--- src/rtl/cdb_arbiter_if.sv ---
// Bundle between the execute-stage FUs and the CDB arbiter. It carries the
// per-FU completion requests, the squash request and the registered CDB
// broadcast. The arbiter connects through the slave modport. The execute
// stage and the CDB consumers connect through the master modport.
interface cdb_arbiter_if #(
   parameter int NUM_FU = 6,
   parameter int XLEN   = 32,
   parameter int TAG_W  = 5
);
   logic [NUM_FU-1:0]       fu_done;
   logic [NUM_FU*TAG_W-1:0] fu_rob_tag;
   logic [NUM_FU*XLEN-1:0]  fu_result;
   logic [NUM_FU-1:0]       fu_take_branch;
   logic                    squash_valid;
   logic [TAG_W-1:0]        squash_rob_tag;
   logic [NUM_FU-1:0]       fu_ack;
   logic                    cdb_valid;
   logic [TAG_W-1:0]        cdb_rob_tag;
   logic [XLEN-1:0]         cdb_value;
   logic                    cdb_take_branch;
   logic [2:0]              cdb_fu_idx;

   modport slave (
      input  fu_done, fu_rob_tag, fu_result, fu_take_branch,
      input  squash_valid, squash_rob_tag,
      output fu_ack,
      output cdb_valid, cdb_rob_tag, cdb_value, cdb_take_branch, cdb_fu_idx
   );

   modport master (
      output fu_done, fu_rob_tag, fu_result, fu_take_branch,
      output squash_valid, squash_rob_tag,
      input  fu_ack,
      input  cdb_valid, cdb_rob_tag, cdb_value, cdb_take_branch, cdb_fu_idx
   );
endinterface

--- src/rtl/cdb_arbiter.sv ---
// CDB arbiter. Each cycle it picks at most one completed FU result with
// round-robin priority and acks that FU combinationally. It then registers
// the winner onto the common data bus. While a squash is active, only FUs
// whose ROB tag matches the squashing branch can win.
// Optional macro CDB_BRANCH_PRIORITY_EN: a taken-branch result, lowest index
// first, overrides round-robin order without moving the pointer.
module cdb_arbiter #(
   parameter int NUM_FU = 6,
   parameter int XLEN   = 32,
   parameter int TAG_W  = 5
) (
   input logic          clock,
   input logic          reset,
   cdb_arbiter_if.slave bus
);
   localparam int IDX_W = 3;

   logic [NUM_FU-1:0] cand;
   logic              rr_found;
   logic [IDX_W-1:0]  rr_idx;
   logic              br_found;
   logic [IDX_W-1:0]  br_idx;
   logic              grant;
   logic [IDX_W-1:0]  winner;
   logic [IDX_W-1:0]  rr_ptr;
   int                scan;

   logic              vld_p1;
   logic [TAG_W-1:0]  tag_p1;
   logic [XLEN-1:0]   value_p1;
   logic              take_branch_p1;
   logic [IDX_W-1:0]  fu_idx_p1;

   // Build the candidate set; a squash narrows it to the squashing branch's tag.
   always_comb begin
      cand = '0;
      for (int i = 0; i < NUM_FU; i++) begin
         if (bus.fu_done[i]) begin
            if (!bus.squash_valid)
               cand[i] = 1'b1;
            else if (bus.fu_rob_tag[i*TAG_W +: TAG_W] == bus.squash_rob_tag)
               cand[i] = 1'b1;
         end
      end
   end

   // Round-robin scan starting at rr_ptr, wrapping explicitly past NUM_FU-1.
   always_comb begin
      rr_found = 1'b0;
      rr_idx   = '0;
      scan     = 0;
      for (int k = 0; k < NUM_FU; k++) begin
         scan = int'(rr_ptr) + k;
         if (scan >= NUM_FU)
            scan = scan - NUM_FU;
         if (!rr_found && cand[scan]) begin
            rr_found = 1'b1;
            rr_idx   = IDX_W'(scan);
         end
      end
   end

`ifdef CDB_BRANCH_PRIORITY_EN
   // Lowest-index taken branch among the candidates overrides round-robin.
   always_comb begin
      br_found = 1'b0;
      br_idx   = '0;
      for (int i = NUM_FU - 1; i >= 0; i--) begin
         if (cand[i] && bus.fu_take_branch[i]) begin
            br_found = 1'b1;
            br_idx   = IDX_W'(i);
         end
      end
   end
`else
   assign br_found = 1'b0;
   assign br_idx   = '0;
`endif

   // No grant is possible while reset is held low.
   assign grant  = reset && (br_found || rr_found);
   assign winner = br_found ? br_idx : rr_idx;

   // One-hot same-cycle ack to the winning FU.
   always_comb begin
      bus.fu_ack = '0;
      if (grant)
         bus.fu_ack[winner] = 1'b1;
   end

   // Stage p1: register the winner onto the CDB and advance the pointer.
   always_ff @(posedge clock) begin
      if (!reset) begin
         vld_p1         <= 1'b0;
         tag_p1         <= '0;
         value_p1       <= '0;
         take_branch_p1 <= 1'b0;
         fu_idx_p1      <= '0;
         rr_ptr         <= '0;
      end else begin
         vld_p1 <= grant;
         if (grant) begin
            tag_p1         <= bus.fu_rob_tag[int'(winner)*TAG_W +: TAG_W];
            value_p1       <= bus.fu_result[int'(winner)*XLEN +: XLEN];
            take_branch_p1 <= bus.fu_take_branch[winner];
            fu_idx_p1      <= winner;
         end
         if (grant && !br_found)
            rr_ptr <= (winner == IDX_W'(NUM_FU - 1)) ? '0 : winner + 1'b1;
      end
   end

   assign bus.cdb_valid       = vld_p1;
   assign bus.cdb_rob_tag     = tag_p1;
   assign bus.cdb_value       = value_p1;
   assign bus.cdb_take_branch = take_branch_p1;
   assign bus.cdb_fu_idx      = fu_idx_p1;
endmodule

--- src/flat_wrapper.sv ---
// flat-port wrapper written by rule: the top's interface ports become plain ports
module cdb_arbiter_flat 
#(
   parameter int NUM_FU = 6,
   parameter int XLEN   = 32,
   parameter int TAG_W  = 5
)
  (clock, reset, bus_fu_done, bus_fu_rob_tag, bus_fu_result, bus_fu_take_branch, bus_squash_valid, bus_squash_rob_tag, bus_fu_ack, bus_cdb_valid, bus_cdb_rob_tag, bus_cdb_value, bus_cdb_take_branch, bus_cdb_fu_idx);
  cdb_arbiter_if #(.NUM_FU(NUM_FU), .XLEN(XLEN), .TAG_W(TAG_W)) bus_i ();
  input logic clock;
  input logic reset;
  input wire logic [$bits(bus_i.fu_done)-1:0] bus_fu_done;
  input wire logic [$bits(bus_i.fu_rob_tag)-1:0] bus_fu_rob_tag;
  input wire logic [$bits(bus_i.fu_result)-1:0] bus_fu_result;
  input wire logic [$bits(bus_i.fu_take_branch)-1:0] bus_fu_take_branch;
  input wire logic [$bits(bus_i.squash_valid)-1:0] bus_squash_valid;
  input wire logic [$bits(bus_i.squash_rob_tag)-1:0] bus_squash_rob_tag;
  output wire logic [$bits(bus_i.fu_ack)-1:0] bus_fu_ack;
  output wire logic [$bits(bus_i.cdb_valid)-1:0] bus_cdb_valid;
  output wire logic [$bits(bus_i.cdb_rob_tag)-1:0] bus_cdb_rob_tag;
  output wire logic [$bits(bus_i.cdb_value)-1:0] bus_cdb_value;
  output wire logic [$bits(bus_i.cdb_take_branch)-1:0] bus_cdb_take_branch;
  output wire logic [$bits(bus_i.cdb_fu_idx)-1:0] bus_cdb_fu_idx;
  assign bus_i.fu_done = bus_fu_done;
  assign bus_i.fu_rob_tag = bus_fu_rob_tag;
  assign bus_i.fu_result = bus_fu_result;
  assign bus_i.fu_take_branch = bus_fu_take_branch;
  assign bus_i.squash_valid = bus_squash_valid;
  assign bus_i.squash_rob_tag = bus_squash_rob_tag;
  assign bus_fu_ack = bus_i.fu_ack;
  assign bus_cdb_valid = bus_i.cdb_valid;
  assign bus_cdb_rob_tag = bus_i.cdb_rob_tag;
  assign bus_cdb_value = bus_i.cdb_value;
  assign bus_cdb_take_branch = bus_i.cdb_take_branch;
  assign bus_cdb_fu_idx = bus_i.cdb_fu_idx;
  cdb_arbiter #(.NUM_FU(NUM_FU), .XLEN(XLEN), .TAG_W(TAG_W)) u_core (.clock(clock), .reset(reset), .bus(bus_i));
endmodule
--- config.mk ---
export PLATFORM = sky130hd
export DESIGN_NAME = cdb_arbiter_flat
export DESIGN_NICKNAME = d
export VERILOG_FILES = /design/src/rtl/cdb_arbiter_if.sv /design/src/rtl/cdb_arbiter.sv /design/src/flat_wrapper.sv
export SDC_FILE = /design/constraint.sdc
export NUM_CORES = 1
export LEC_CHECK = 0
export ABC_AREA = 1
export CAP_MARGIN = 20
export CORE_MARGIN = 2
export CORE_UTILIZATION = 37
export DETAILED_ROUTE_END_ITERATION = 10
export PLACE_DENSITY_LB_ADDON = 0.15
export SKIP_CTS_REPAIR_TIMING = 1
export SLEW_MARGIN = 20
export SYNTH_ARGS = -nofsm -noshare
export SYNTH_HDL_FRONTEND = slang
export SYNTH_SLANG_ARGS = --single-unit
--- constraint.sdc ---
create_clock -name clock -period 3.7 [get_ports clock]
set_clock_uncertainty 0.15 [all_clocks]
set_input_delay 0.555 -clock clock [delete_from_list [all_inputs] [get_ports clock]]
set_output_delay 0.555 -clock clock [all_outputs]
set_load 0.02 [all_outputs]
==> results of run 1 <==
cell type report:
type	count	area [µm²]	share of cell area
multi-input cells	874	4368	0.4486
repair buffers	372	3666	0.3765
flip-flops and latches	45	912.1	0.09368
well taps	184	230.2	0.02364
inverters	99	384.1	0.03945
clock buffers	6	138.9	0.01426
clock inverters	2	37.54	0.003855
final timing paths:
kind / endpoint / cells after the start
max: bus_fu_ack[1] / 20
min: u_core.bus.cdb_fu_idx[0] / 2
max reg2reg: u_core.bus.cdb_value[29] / 21
min reg2reg: u_core.bus.cdb_fu_idx[0] / 2
power by group:
| group | internal, mW | switching, mW |
|---|---|---|
| Sequential | 0.657 | 0.0814 |
| Clock | 0.338 | 0.215 |
| Combinational | 3.04 | 5.22 |
metrics by stage:
step | std cells | util
2_1_floorplan | 1082 | -
3_5_place_dp | 1568 | 0.6171
4_1_cts | 1576 | 0.6292
6_report | 1582 | 0.6674
3_3_place_gp | 1568 | 0.6171
5_1_grt | 1582 | 0.6674
worst max-delay path, cell delays in order, from the launching register on:
cell	delay [ns]
dfxtp_4	0.36
ha_4	0.18
xnor2_4	0.17
inv_2	0.06
ha_4	0.24
o21ai_4	0.19
buf_6	0.14
nand3_2	0.07
nand3_2	0.07
nand2_2	0.07
nor2_2	0.13
nand4_1	0.20
nand2_2	0.16
nand2_4	0.07
nand2_4	0.10
buf_12	0.12
inv_8	0.04
nor2_4	0.07
nand2_2	0.06
inv_2	0.05
buf_6	0.10
placed cells by master (no fill, tap or decap), types with 2 or more instances in the layout:
master / n
buf_12: 2
dlymetal6s2s_1: 27
xor2_1: 3
nand3b_1: 20
ha_1: 9
o21ai_2: 2
a21oi_1: 71
clkbuf_16: 5
inv_4: 2
dfxtp_4: 3
a21oi_2: 2
nand2_1: 465
nand3_1: 137
nor2_2: 5
nand2_2: 30
nor2_1: 55
ha_4: 4
buf_4: 72
nand2_4: 4
o21ai_0: 15
xnor2_1: 6
nand4_1: 5
nand3_2: 17
clkdlybuf4s50_1: 256
nand3_4: 6
inv_2: 18
nor2_4: 6
inv_1: 78
buf_6: 14
dfxtp_1: 42
kinds of logic (layout without fill, tap and decap cells):
family / count (synthesis) / after routing
compound gates: 96 / 96
simple gates: 752 / 752
fa+ha+maj: 13 / 13
flops: 45 / 45
buf+inv: 163 / 479
xor+xnor: 13 / 13
sequential cells by signal, summed over array words and instances, names as in the netlist:
name                        flops
u_core.bus.cdb_fu_idx           3
u_core.bus.cdb_rob_tag          5
u_core.rr_ptr                   3
u_core.bus.cdb_valid            1
u_core.bus.cdb_value           32
u_core.bus.cdb_take_branch      1
per-layer routing:
layer / vias to the layer above / track usage
li1: 4026 / -
met1: 3425 / 0.3456
met2: 327 / 0.4986
met3: 51 / 0.05525
met4: 0 / 0.09244
met5: - / 0
==> metrics.yaml, run 1 <==
outcome:
  run_status: "complete, no violations"
sta:
  layout_min_cycle_time_ns: 3.675
  tns_ns: 0
  slew_violations: 0
  tightest_slew_ns: 0.6595
  finalHoldViolations: 0
  max_freq_mhz: 272.1
  finalWorstSetupSlack_ns: 0.02513
  setup_viol: 0
  fin_crit_sh: 0.9932
  slew_headroom: 0.5597
  rsz0062_at_grt: "true"
  fin_hold_ws_ns: 0.3431
cells_and_area:
  syn_to_final_growth_pct: 75.47
  drive_gt1_frac: 0.1466
  layout.nets: 1652
  num_antenna_cells: 0
  fillCellCount: 1369
  design_area_um2: 9737
setup_path:
  crit_required_ns: 2.99
  crit_start: "u_core.rr_ptr[1]"
  worstReg2RegStart: "u_core.rr_ptr[1]"
  r2r_setup_slack_ns: 0.15
  cp.arrival_ns: 2.97
  worst-path-max-fanout: 4
  startpoint_type: "register"
  worstSetupEndpointType: "output port"
  critical_path_class: "register to output port"
min_path:
  holdCritStartpoint: "u_core.bus.cdb_fu_idx[0]"
  holdCritPathClass: "register to register"
grt:
  grt_max_degree: 87
  grt_first_pass_wirelength_um: 36690
  grt_antenna_before_repair: 0
  grt_overflow: 0
  grt_pass1_vias: 7166
  grt_usage: 0.2832
clock_network:
  clk_latency_ns: 0.30
  cts_tree: "built"
  clock-sinks: 45
  cts-htree-levels: 2
  clk_path_buf_depth: 2
  cts_buffers: 5
  clockRootBuffer: "clkbuf_16"
  clk_pin_slew_ns: 0.07
synthesis:
  synth_cells: 1082
  synth.cell_area_um2: 5549
  yosysMostFrequentCell: "nand2_1"
  synth_xor_area_frac: 0.02187
  ys_ff_latch: 45
  synth.avg_cell_area_um2: 5.129
  synth_cell_types: 32
  synth_nets: 1337
  synth_warnings: 0
  async_flop_share: 0
  synth.top_cell.area_share: 0.3355
  synth_top_family_by_area: "simple AND/OR/NAND/NOR gates"
  yosys.area_share.simple: 0.5689
  synth_edf_count: 0
  yosys_most_used_dff: "dfxtp_1"
  synth_area_leaders: "nand2_1, dfxtp_1, nand3_1"
  synth_fa_ha_area_frac: 0.02931
  synth_top_cell_by_area: "nand2_1"
  ys_top_cells_by_count: "nand2_1, nand3_1, inv_1, a21oi_1, nor2_1"
  synth_compound_area_frac: 0.08861
  synth_mux_area_frac: 0
  yosysSeqAreaShare: 0.1623
route:
  drtPass1Iterations: 7
  drc: 0
  antenna_left: 0
  wl_um: 24360
  wire_per_inst_um: 15.40
  wl_met3_um: 2142
  drt_iter0_markers: 577
  routed_via_density: 4.949
  routed.top_layer: "met4"
  vias: 7829
  wl_met1_um: 9799
  met2_length_um: 11690
floorplan:
  fp-row-count: 44
  pin_count: 290
  die_x_um: 126.5
  dieArea_um2: 15990
  chipHeight_um: 126.5
  initial_core_util: 0.3804
  core_um2: 14590
power:
  p_per_area_nw_per_um2: 981.6
  ir_worst_vdd_v: 0.001434
  power_mw: 9.558
  leakage_nw: 4.950
placement:
  place_ws_ns: -0.6911
  hpwl_um: 17770
  place_congestion: 0.9363
  postPlaceCellArea_um2: 9002
  io_buffers: 289
run:
  maxCapViolCount: 0
(Power assumes the default switching activity.)
==> inputs of run 2 (changes only) <==
--- a/config.mk
+++ b/config.mk
@@ -7,10 +7,10 @@
 export LEC_CHECK = 0
 export ABC_AREA = 1
 export CAP_MARGIN = 20
-export CORE_MARGIN = 2
-export CORE_UTILIZATION = 37
+export CORE_UTILIZATION = 40
 export DETAILED_ROUTE_END_ITERATION = 10
 export PLACE_DENSITY_LB_ADDON = 0.15
+export REMOVE_ABC_BUFFERS = 1
 export SKIP_CTS_REPAIR_TIMING = 1
 export SLEW_MARGIN = 20
 export SYNTH_ARGS = -nofsm -noshare
==> constraint.sdc (replaced) <==
create_clock -name clock -period 4.5 [get_ports clock]
set_clock_uncertainty 0.15 [all_clocks]
set_input_delay 0.675 -clock clock [delete_from_list [all_inputs] [get_ports clock]]
set_output_delay 0.675 -clock clock [all_outputs]
set_load 0.02 [all_outputs]
==> run 2 against run 1 <==
Against the previous run: core utilization is 0.88 points lower; clock power down 28%; sequential power is 19% lower; design area down 9.4%; highest routed layer unchanged; non-clock buffer count is 40 lower.
==> metrics.yaml, run 2 (same netlist as run 1, synthesis figures left out) <==
outcome:
  run_status: "complete, no violations"
floorplan:
  die_x_um: 119.8
  chipHeight_um: 119.8
  dieArea_um2: 14350
  initial_core_util: 0.4141
  core_um2: 13400
  pin_count: 290
  fp-row-count: 42
power:
  leakage_nw: 4.479
  p_per_area_nw_per_um2: 787.6
  ir_worst_vdd_v: 0.0008212
  power_mw: 6.952
grt:
  grt_util_met1: 0.3841
  grt_usage: 0.3139
  grt_pass1_vias: 7352
  busiest_layer: "met2"
  grt_max_degree: 105
  grt_util_met3: 0.05703
  grt_overflow: 0
  grt_antenna_before_repair: 0
  met2_usage: 0.5452
  grt_first_pass_wirelength_um: 36250
route:
  wire_per_inst_um: 14.51
  routed_via_density: 4.934
  antenna_left: 0
  drc: 0
  vias: 7568
  drtPass1Iterations: 5
  wl_um: 22260
  drt_iter0_markers: 497
cells_and_area:
  stdcell_count: 1534
  fillCellCount: 1323
  layout_common_cells: "nand2_1, clkdlybuf4s50_1, nand3_1"
  num_antenna_cells: 0
  layout.nets: 1612
  seq_area_um2: 900.9
  final_common_cell: "nand2_1"
  largest_reg_flops: 32
  drive_gt1_frac: 0.05523
  multi_input_area_um2: 3959
  syn_to_final_growth_pct: 59.05
sta:
  tightest_slew_ns: 1.104
  layout_min_cycle_time_ns: 4.216
  rsz0062_at_grt: "false"
  slew_violations: 0
  setup_viol: 0
  tns_ns: 0
  max_freq_mhz: 237.2
  fin_crit_sh: 0.9368
  finalWorstSetupSlack_ns: 0.2845
  finalHoldViolations: 0
  slew_headroom: 0.2631
setup_path:
  startpoint_type: "primary input"
  worst-path-max-fanout: 10
  reg2reg_depth: 18
  crit_required_ns: 3.67
  worstPathCellList: "clkdlybuf4s50_1, buf_4, nand2_1, inv_1, nor2_1, nor2_1, nand3_1, nand2_1, nand3_1, nand2_1, nand3_1, nand2_1, nand2_1, nand4_1, nor2_1, nand2_1, nand2_2, buf_4, inv_2, nand2_1, nor2_1, clkbuf_2"
  cp.arrival_ns: 3.39
  crit_start: "bus_squash_rob_tag[0]"
  r2r_setup_slack_ns: 0.52
  endpoint: "bus_fu_ack[4]"
  worstReg2RegStart: "u_core.rr_ptr[1]"
  path_buf_inv: 6
  critical_path_class: "primary input to output port"
  path_common_cell: "nand2_1"
  r2r-end: "u_core.bus.cdb_value[15]"
  slowest_stage: "clkdlybuf4s50_1"
  critical_path_depth: 22
  critPathMaxStageDelay_ns: 0.46
  cp_top_family: "simple AND/OR/NAND/NOR gates"
  worstSetupEndpointType: "output port"
placement:
  dp.cells: 1526
  io_buffers: 289
  place_ws_ns: -0.09277
  hpwl_um: 16870
  place_congestion: 0.9971
clock_network:
  cts_buffers: 5
  clk_pin_slew_ns: 0.07
  clockRootBuffer: "clkbuf_16"
  clock-sinks: 45
  cts_tree: "built"
  cts-htree-levels: 2
  clk_path_buf_depth: 2
  clk_latency_ns: 0.29
min_path:
  holdCritPathClass: "register to register"
run:
  maxCapViolCount: 0
[run 2: final cells by class]
cell class / count / area share
multi-input combinational: 874 / 0.4485
timing repair buffer: 332 / 0.3646
sequential: 45 / 0.1021
inverter: 99 / 0.04210
tap: 176 / 0.02495
clock buffer: 6 / 0.01574
clock inverter: 2 / 0.001985
[run 2: tightest hold or removal path: cells and delay by family (launching register included)]
kind / cells / cell delay, ns
AO/OA/AOI/OAI: 1 / 0.07
buffers and inverters: 1 / 0.05
flip-flops: 1 / 0.32
[run 2: power breakdown]
group / switching (mW) / total, mW / internal [mW]
logic: 3.88 / 5.96 / 2.08
registers: 0.0575 / 0.595 / 0.538
clock network: 0.171 / 0.395 / 0.224
total: 4.11 / 6.95 / 2.84
[run 2: per-layer routing]
| layer | part of all wire | routed length, µm | up-vias |
|---|---|---|---|
| li1 | - | - | 3939 |
| met1 | 0.43 | 9608 | 3310 |
| met2 | 0.47 | 10430 | 274 |
| met3 | 0.069 | 1546 | 45 |
| met4 | 0.030 | 675 | 0 |
| met5 | 0 | 0 | - |
[run 2: worst min-delay path by stage]
stage                                  start                        to  depth (start not counted)
floorplan           u_core.bus.cdb_fu_idx[0]  u_core.bus.cdb_fu_idx[0]                          2
global placement    u_core.bus.cdb_fu_idx[0]  u_core.bus.cdb_fu_idx[0]                          2
detailed placement  u_core.bus.cdb_fu_idx[0]  u_core.bus.cdb_fu_idx[0]                          2
CTS                 u_core.bus.cdb_fu_idx[0]  u_core.bus.cdb_fu_idx[0]                          2
global route        u_core.bus.cdb_fu_idx[1]  u_core.bus.cdb_fu_idx[1]                          2
finish              u_core.bus.cdb_fu_idx[0]  u_core.bus.cdb_fu_idx[0]                          2
[run 2: metrics by stage]
step	hold WS, ns	util	instance area (µm²)
2_1_floorplan	0.3871	-	5205
3_3_place_gp	0.3112	0.6466	8665
3_5_place_dp	0.3148	0.6466	8665
4_1_cts	0.3262	0.6583	8821
5_1_grt	0.3638	0.6586	8826
6_report	0.3282	0.6586	8826
==> inputs of run 3 (changes only) <==
==> constraint.sdc (replaced) <==
create_clock -name clock -period 4.9 [get_ports clock]
set_clock_uncertainty 0.15 [all_clocks]
set_input_delay 0.735 -clock clock [delete_from_list [all_inputs] [get_ports clock]]
set_output_delay 0.735 -clock clock [all_outputs]
set_load 0.02 [all_outputs]
==> run 3 against run 2 <==
Against the previous run: clock power hardly changed; flip-flop and latch count stayed put; register-to-register slack better by 0.31 ns; via count is 0.91% lower; core utilization is 0.80 points lower; largest cell class unchanged.
==> metrics.yaml, run 3 (same netlist as run 1, synthesis figures left out) <==
outcome:
  run_status: "complete, no violations"
sta:
  fin_crit_sh: 0.9343
  max_freq_mhz: 218.4
  finalHoldViolations: 0
  setup_viol: 0
  fin_hold_ws_ns: 0.3421
  finalWorstSetupSlack_ns: 0.3217
  rsz0062_at_grt: "false"
  slew_violations: 0
  tightest_slew_ns: 1.115
  layout_min_cycle_time_ns: 4.578
  slew_headroom: 0.2568
  tns_ns: 0
run:
  maxCapViolCount: 0
cells_and_area:
  final_common_cell: "nand2_1"
  largest_reg_flops: 32
  seq_area_um2: 902.1
  drive_gt1_frac: 0.03961
  layout.nets: 1592
  layout_common_cells: "nand2_1, clkdlybuf4s50_1, nand3_1"
  multi_input_area_um2: 3963
  stdcell_count: 1515
  syn_to_final_growth_pct: 57.11
  design_area_um2: 8718
  fillCellCount: 1311
grt:
  grt_util_met3: 0.06987
  grt_pass1_vias: 7112
  grt_first_pass_wirelength_um: 35550
  grt_util_met1: 0.3743
  busiest_layer: "met2"
  grt_max_degree: 105
  grt_antenna_before_repair: 1
  grt_overflow: 0
  met2_usage: 0.5300
  grt_usage: 0.3078
placement:
  io_buffers: 289
  place_ws_ns: 0.1244
  hpwl_um: 16400
  postPlaceCellArea_um2: 8514
  place_congestion: 0.9564
  dp.cells: 1506
floorplan:
  core_um2: 13400
  dieArea_um2: 14350
  initial_core_util: 0.4141
  pin_count: 290
  die_x_um: 119.8
  fp-row-count: 42
  chipHeight_um: 119.8
clock_network:
  cts_tree: "built"
  clk_pin_slew_ns: 0.07
  cts_buffers: 5
  clk_latency_ns: 0.28
  clock-sinks: 45
  clockRootBuffer: "clkbuf_16"
  clk_path_buf_depth: 2
  cts-htree-levels: 2
setup_path:
  worstSetupEndpointType: "output port"
  critical_path_class: "register to output port"
  r2r_setup_slack_ns: 0.83
  worst-path-max-fanout: 8
  reg2reg_depth: 20
  worstReg2RegStart: "u_core.rr_ptr[1]"
  crit_required_ns: 4.01
  r2r-end: "u_core.bus.cdb_value[23]"
  cp.arrival_ns: 3.69
  startpoint_type: "register"
min_path:
  holdCritPathClass: "register to register"
  holdCritStartpoint: "u_core.bus.cdb_fu_idx[0]"
  holdPathStages: 2
  whs_endpoint: "u_core.bus.cdb_fu_idx[0]"
route:
  wire_per_inst_um: 14.63
  routed_via_density: 4.950
  wl_um: 22170
  drc: 0
  drtPass1Iterations: 5
  antenna_left: 0
  drt_iter0_markers: 580
  vias: 7499
power:
  p_per_area_nw_per_um2: 722.7
  leakage_nw: 4.440
  ir_worst_vdd_v: 0.0007940
[run 3: cell types whose count changed in the layout (fill, tap and decap cells not counted), sizes merged]
cell / delta
buf: -20
bufinv: +1
clkbuf: -3
clkdlybuf4s50: -2
diode: +1
dlymetal6s2s: +5
inv: -1
[run 3: power breakdown]
part	internal, mW	switching (mW)	leakage (nW)
clock network	0.242	0.155	0.0811
registers	0.494	0.0539	0.372
logic	1.82	3.54	3.99
total	2.56	3.75	4.44
[run 3: worst max path at each step]
stage,start,slack (ns),to,depth (start not counted)
finish,u_core.rr_ptr[1],0.32,bus_fu_ack[3],17
global route,bus_fu_rob_tag[4],0.03,bus_fu_ack[3],21
CTS,bus_squash_rob_tag[0],0.11,bus_fu_ack[4],21
detailed placement,bus_squash_rob_tag[0],0.12,bus_fu_ack[0],22
global placement,bus_squash_rob_tag[0],0.07,bus_fu_ack[4],21
floorplan,u_core.rr_ptr[0],-1.17,bus_fu_ack[0],16
[run 3: worst max-delay path: stages, from the launching register on]
cell,delay [ns]
dfxtp_1,0.37
inv_1,0.15
ha_1,0.43
inv_1,0.15
ha_1,0.32
nand2_1,0.09
nand2_1,0.07
nor2_1,0.11
nand3_1,0.10
nand3_2,0.12
nand4_1,0.13
nor2_1,0.20
nand3_1,0.16
a21boi_4,0.17
nor2_1,0.09
nand2_1,0.08
inv_1,0.07
clkdlybuf4s50_1,0.60
[run 3: layer usage]
metal / up-vias / part of all wire
met5: - / 0
met4: 0 / 0.035
met3: 44 / 0.083
met1: 3253 / 0.41
met2: 299 / 0.47
li1: 3903 / -
[run 3: cell type report]
cell class	count	share of cell area
well taps	176	0.02526
clock buffers	6	0.01478
repair buffers	312	0.3546
flip-flops and latches	45	0.1035
clock inverters	2	0.004449
inverters	99	0.04262
multi-input cells	874	0.4545
diodes	1	0.0002870
[run 3: through the flow]
| step | power [mW] | util |
|---|---|---|
| 4_1_cts | 6.299 | 0.6479 |
| 5_1_grt | 7.007 | 0.6506 |
| 3_5_place_dp | 5.876 | 0.6354 |
| 3_3_place_gp | 5.860 | 0.6354 |
| 2_1_floorplan | 4.032 | - |
| 6_report | 6.301 | 0.6506 |
